--- src/rtl/if_fetch_queue.sv ---
// if_fetch_queue: {pc, instr} FIFO between the I-cache and decode with first-word fall-through.
// Define FQ_PREDECODE_EN to drive dec_is_branch/dec_is_jump from the head opcode.
module if_fetch_queue #(
    parameter int               XLEN     = 32,
    parameter int               DEPTH    = 4,
    parameter int               PTR_W    = 2,
    parameter logic [XLEN-1:0]  NOP_INST = 32'h0000_0013
) (
    input  logic             clk,
    input  logic             rst_n,
    input  logic             ic_valid,
    input  logic [XLEN-1:0]  ic_instr,
    input  logic [XLEN-1:0]  ic_pc,
    output logic             fq_ready,
    input  logic             flush,
    output logic             dec_valid,
    input  logic             dec_ready,
    output logic [XLEN-1:0]  dec_instr,
    output logic [XLEN-1:0]  dec_pc,
    output logic [PTR_W:0]   fq_count,
    output logic             ovf_err,
    output logic             dec_is_branch,
    output logic             dec_is_jump
);

    localparam logic [PTR_W:0] LP_FULL = (PTR_W+1)'(DEPTH);
    localparam logic [PTR_W:0] LP_ONE  = (PTR_W+1)'(1);
    localparam logic [PTR_W-1:0] LP_PINC = PTR_W'(1);

    logic [XLEN-1:0]  r_mem_pc    [DEPTH];
    logic [XLEN-1:0]  r_mem_instr [DEPTH];
    logic [PTR_W-1:0] r_wr_ptr;
    logic [PTR_W-1:0] r_rd_ptr;
    logic [PTR_W:0]   r_count;
    logic             r_ovf;

    logic w_full;
    logic w_valid;
    logic w_push;
    logic w_pop;
    logic w_drop;

    // Ready/valid come only from registered count: no decode->fetch path.
    assign w_full  = (r_count == LP_FULL);
    assign w_valid = (r_count != '0);
    assign w_push  = ic_valid & ~w_full & ~flush;
    assign w_pop   = w_valid & dec_ready & ~flush;
    assign w_drop  = ic_valid & w_full & ~flush;

    always_ff @(posedge clk or negedge rst_n) begin
        if (!rst_n) begin
            r_wr_ptr <= '0;
            r_rd_ptr <= '0;
            r_count  <= '0;
            r_ovf    <= 1'b0;
        end else if (flush) begin
            r_wr_ptr <= '0;
            r_rd_ptr <= '0;
            r_count  <= '0;
        end else begin
            if (w_push) r_wr_ptr <= r_wr_ptr + LP_PINC;
            if (w_pop)  r_rd_ptr <= r_rd_ptr + LP_PINC;
            unique case ({w_push, w_pop})
                2'b10:   r_count <= r_count + LP_ONE;
                2'b01:   r_count <= r_count - LP_ONE;
                default: r_count <= r_count;
            endcase
            if (w_drop) r_ovf <= 1'b1;
        end
    end

    // Storage is intentionally not reset; validity is tracked by r_count.
    always_ff @(posedge clk) begin
        if (w_push) begin
            r_mem_pc[r_wr_ptr]    <= ic_pc;
            r_mem_instr[r_wr_ptr] <= ic_instr;
        end
    end

    assign fq_ready  = ~w_full;
    assign dec_valid = w_valid;
    assign fq_count  = r_count;
    assign ovf_err   = r_ovf;
    assign dec_instr = w_valid ? r_mem_instr[r_rd_ptr] : NOP_INST;
    assign dec_pc    = w_valid ? r_mem_pc[r_rd_ptr] : '0;

`ifdef FQ_PREDECODE_EN
    logic [6:0] w_op;
    assign w_op          = dec_instr[6:0];
    assign dec_is_branch = w_valid & (w_op == 7'b1100011);
    assign dec_is_jump   = w_valid & ((w_op == 7'b1101111) | (w_op == 7'b1100111));
`else
    assign dec_is_branch = 1'b0;
    assign dec_is_jump   = 1'b0;
`endif

endmodule
--- config.mk ---
export PLATFORM = sky130hd
export DESIGN_NAME = if_fetch_queue
export DESIGN_NICKNAME = d
export VERILOG_FILES = /design/src/rtl/if_fetch_queue.sv
export SDC_FILE = /design/constraint.sdc
export NUM_CORES = 1
export LEC_CHECK = 0
export CORE_AREA = 2 2 151 116
export CTS_CLUSTER_SIZE = 24
export DETAILED_ROUTE_END_ITERATION = 7
export DIE_AREA = 0 0 153 118
export DONT_BUFFER_PORTS = 1
export HOLD_SLACK_MARGIN = 0.05
export PLACE_DENSITY = 0.78
export SLEW_MARGIN = 20
export SYNTH_ARGS = -nofsm -noshare
export SYNTH_HDL_FRONTEND = slang
export SYNTH_SLANG_ARGS = --single-unit
--- constraint.sdc ---
create_clock -name clk -period 3.7 [get_ports clk]
set_clock_uncertainty 0.2 [all_clocks]
set_input_delay 0.37 -clock clk [delete_from_list [all_inputs] [get_ports clk]]
set_output_delay 0.37 -clock clk [all_outputs]
set_load 0.005 [all_outputs]
* Word level (Yosys, flattened, before mapping)
Memories as Yosys holds them, arrays and structs flattened.
Cells that the tools add are included.
** Operators by class
- Reductions and logical operators :: 5
- Equality and inequality tests :: 3
- Bitwise operators :: 8
- Multiplexer cells :: 10
- Add/subtract/negate cells :: 4
** Operators by type and width (count)
- $mux W32 :: 2
- $mux W2 :: 4
- $and A1 B1 Y1 :: 6
- $pmux W3 S2 :: 1
- $reduce_bool A3 Y1 :: 2
- $add A2 B1 Y2 const B :: 2
- $reduce_bool A2 Y1 :: 2
- $add A3 B1 Y3 const B :: 1
- $eq A3 B3 Y1 const B :: 1
- $mux W3 :: 1
- $sub A3 B1 Y3 const B :: 1
- $eq A2 B1 Y1 const B :: 1
- $eq A2 B2 Y1 const B :: 1
- $mux W1 :: 2
- $not A1 Y1 :: 2
- $reduce_and A2 Y1 :: 1
** Storage, ports and cells
- Flip-flop bits (word level) :: 8
- RAM bits :: 256
- Bits of input ports :: 69
- Memories kept :: 2
** Memories
- r_mem_instr :: words 4, bits a word 32, rd ports 1, clocked after Yosys merged registers in 0, wr ports 1, line 31 : logic [XLEN-1:0] r_mem_instr [DEPTH];
- r_mem_pc :: words 4, bits a word 32, rd ports 1, clocked after Yosys merged registers in 0, wr ports 1, line 30 : logic [XLEN-1:0] r_mem_pc [DEPTH];

* Depth between registers and ports, before layout
- Depth in word-level cells :: 7
- Gate-level depth with buffers :: 8
- Mapped depth without buffers :: 7

* Least setup slack after synthesis
No wires, ideal clock.
- Path type :: reg-to-reg
- Start point :: register r_count[1] (netlist: fq_count[1])
- End point :: memory r_mem_instr[0][0], enable pin
- Buffers on the path :: 1
- Cell stages (with the launch flop) :: 5
- Path slack :: 0.552 ns
- Arrival :: 2.519 ns
- Path through :: dfrtp_1 clkbuf_1 nor3b_1 nor2_1 and2_1
** On the way
- Word-level cells in the longest chain between the ends :: 6
** Ends and longest elaborated chain
- from (decl) :: line 34 : logic [PTR_W:0] r_count;
- from (signal assigned) :: line 64 : 2'b10: r_count <= r_count + LP_ONE;
- from (signal assigned) :: line 65 : 2'b01: r_count <= r_count - LP_ONE;
- from (signal assigned) :: line 66 : default: r_count <= r_count;
- $eq A3 B3 Y1 :: line 44 : assign w_full = (r_count == LP_FULL);
- $not A1 Y1 :: line 46 : assign w_push = ic_valid & ~w_full & ~flush;
- $and A1 B1 Y1 (2 in series) :: line 46
- $mux W1 :: line 74 : if (w_push) begin
- $mux W1 (not written as such) :: line 76 : r_mem_instr[r_wr_ptr] <= ic_instr;
- to (decl) :: line 31
Every way passes these cells.

* Worst setup path after layout
- Start point :: register r_count[0] (netlist: fq_count[0])
- End point :: output dec_pc[5]
** On the way
- Word-level cells in the longest chain between the ends :: 2
** Ends and longest elaborated chain
- $reduce_bool A3 Y1 :: line 45 : assign w_valid = (r_count != '0);
- via dec_valid :: line 16 : output logic dec_valid,
- $mux W32 :: line 85 : assign dec_pc = w_valid ? r_mem_pc[r_rd_ptr] : '0;
- to (decl) :: line 19 : output logic [XLEN-1:0] dec_pc,
The timed path passes the listed nets, and every way through them passes these cells.

==> impl_metrics.ini <==
[critical_path]
crit_fanout = 63
worstPathRequired_ps = 3130
crit_chain = nor3_1 > inv_2 > and2_1
slowest_delay_ps = 550
rrSetupSlack_ps = 1050
crit_type = flop to primary output
path_buf_inv = 1
cp-end-kind = primary output
path_delay_family = simple AND/OR/NAND/NOR gates
crit_arrival_ps = 2490
startpoint_type = flop
cp_slowest_cell = dfrtp_1

[power]
p_leak_uw = 0.00379
p_per_area_mw_per_mm2 = 600
vdd_drop_max_mv = 0.434

[sta]
finalHoldViolCount = 0
maxSlewHeadroom = 0.332
setup-tns-final_ps = 0
max_freq_mhz = 326
setup_slack_ps = 637
period_needed_ps = 3060
tightest_slew_ps = 1000
fin_crit_sh = 0.828
rsz0062_at_grt = false
setup_viol = 0
drv_slew = 0

[detailed_routing]
routed_wl_mm = 18.0
drt-wirelength-per-cell_um = 22.8
drc = 0
first_pass_iters = 4
via_per_inst = 6.00
vias = 4721
first_iter_violations = 389
postRouteAntennaNets = 0

[outcome]
status = finished, final reports clean

[global_route]
overflow = 0
grt.total_usage = 0.204
grt_max_degree = 66
antenna_found_initial = 0
grt_pass1_wl_mm = 28.5
grt_pass1_vias = 5000

[die]
dieHeight_um = 118
core_area_mm2 = 0.0166
dieArea_mm2 = 0.0181
pin_count = 141
die_w_um = 153
initial_core_util = 0.622
rows = 41

[place]
dp_hpwl_mm = 9.29
dp.cells = 672
post-place-ws_ps = 1090
portBuffers = 0
gp_congestion = 0.766
dpl_cell_area_mm2 = 0.0105

[clocking]
cts_buffer_depth = 3
htreeDepth = 1
cts_resized = 0
cts_made_buffers = 24
clkTransAtPathRegs_ps = 60
cts_tree = yes
clkLatencyLatePin_ps = 490
cts.sinks = 264
cts_root_buffer = clkbuf_16

[cells_and_area]
final_cells = 787
mostFrequentLayoutCells = edfxtp_1 (256), dlygate4sd3_1 (71), mux4_2 (64)
n_antenna_cell = 0
nets = 628
layout_commonest_cell = edfxtp_1
fin_area_mm2 = 0.0120
drive_gt1_frac = 0.191
synthToLayoutAreaGrowth_pct = 16.1

[yosys]
synthCells = 481
mappedNetlistArea_mm2 = 0.0103
synth_warnings = 0
synth_cell_types = 39
seq_area_frac_synth = 0.766
synth_area_per_cell_um2 = 21.4
ys_ff_latch = 264

[run]
maxCapViolations = 0

[min_path]
worstHoldPathType = input pin to flop
## timing repair
action,CTS,global route
setup buffers,0,0
hold buffers,71,0
endpoints found under the hold margin,272,0
## worst reg2reg max path, delay by kind of cell (launching register included)
kind | cells | cell delay, ps
adders and majority gates | 1 | 540
DFF | 1 | 550
and+or+nand+nor | 2 | 510
AOI/OAI and AO/OA | 3 | 770
## through the flow
| stage | power (uW) | utilization | hold slack (ps) |
|---|---|---|---|
| 4_1_cts | 7250 | 0.722 | 60.9 |
| 3_3_place_gp | 4730 | 0.632 | -125 |
| 5_1_grt | 7500 | 0.722 | 83.8 |
| 3_5_place_dp | 4760 | 0.632 | -125 |
| 2_1_floorplan | 4540 | - | -126 |
| 6_report | 7180 | 0.722 | 85.8 |
## worst paths after layout
kind,cells past startpoint,start,to
max,3,fq_count[0],dec_pc[5]
min,3,dec_ready,fq_count[2]
max reg2reg,6,fq_count[0],fq_count[1]
min reg2reg,1,ovf_err,ovf_err
max in group asynchronous,2,rst_n,r_rd_ptr[1]
min in group asynchronous,2,rst_n,fq_count[0]
## area by class of cell
type	instances	area, um^2
Tap cell	215	269
Clock buffer	34	679
Clock inverter	10	98.8
Fill cell	921	4610
Multi-Input combinational cell	184	2230
Inverter	6	22.5
Sequential cell	264	7900
Timing Repair Buffer	74	758
## synth_stat cells
cell         n  area, um^2
buf_4        5        37.5
clkbuf_1     9        33.8
o2111ai_1    1        8.76
xor2_1       2        17.5
a2111oi_0    1        8.76
o221ai_1     1        8.76
buf_6        5        56.3
nand3_1      2        10.0
o21bai_1     1        7.51
a21oi_1      7        35.0
a22oi_1      1        7.51
or3b_2       1        8.76
edfxtp_1   256        7690
a21o_1       1        7.51
nor2b_1      1        6.26
o31ai_1      1        7.51
nor3_1       2        10.0
or2_1        3        18.8
and2_1      65         407
ha_1         4        50.1
buf_1        1        3.75
mux4_2      64        1440
a221oi_1     1        8.76
nand2_1      1        3.75
o22ai_1      1        6.26
nor2_1       6        22.5
conb_1       1        3.75
or3_1        1        6.26
nand3b_1     2        15.0
buf_2        8        40.0
fa_1         1        20.0
nand2b_1     4        25.0
nor4b_1      1        8.76
xnor2_1      1        8.76
nor3b_1      1        7.51
inv_1        6        22.5
o311ai_0     1        8.76
o21ai_0      3        15.0
dfrtp_1      8         200
## logic make-up (layout without fill, tap and decap cells)
| group | count (synthesis) | count (layout) | synth area share |
|---|---|---|---|
| xor gates and xnor gates | 3 | 3 | 0.00255 |
| AOI/OAI and AO/OA | 20 | 20 | 0.0126 |
| buffers and inverters | 34 | 124 | 0.0188 |
| adders and majority gates | 5 | 5 | 0.00680 |
| and+or+nand+nor | 90 | 90 | 0.0533 |
| DFF | 264 | 264 | 0.766 |
| muxes | 64 | 64 | 0.140 |
| other | 1 | 2 | 0.000364 |
## registers in the layout (all words and copies together) (netlist names)
name,flops
r_mem_instr,128
ovf_err,1
r_mem_pc,128
r_wr_ptr,2
fq_count,3
r_rd_ptr,2
## layer usage
metal	routed length, um	GRT usage	up-vias
met2	9070	0.332	196
li1	-	-	2077
met4	210	0.0376	0
met3	1530	0.0538	18
met1	7150	0.287	2430
met5	0	0	-
## report_power, final
group          internal, uW  switching, uW  total [uW]
Sequential             3420            137        3560
Clock                  1420            994        2410
Combinational           606            602        1210
Note: power is estimated with default switching activity, not from simulation.
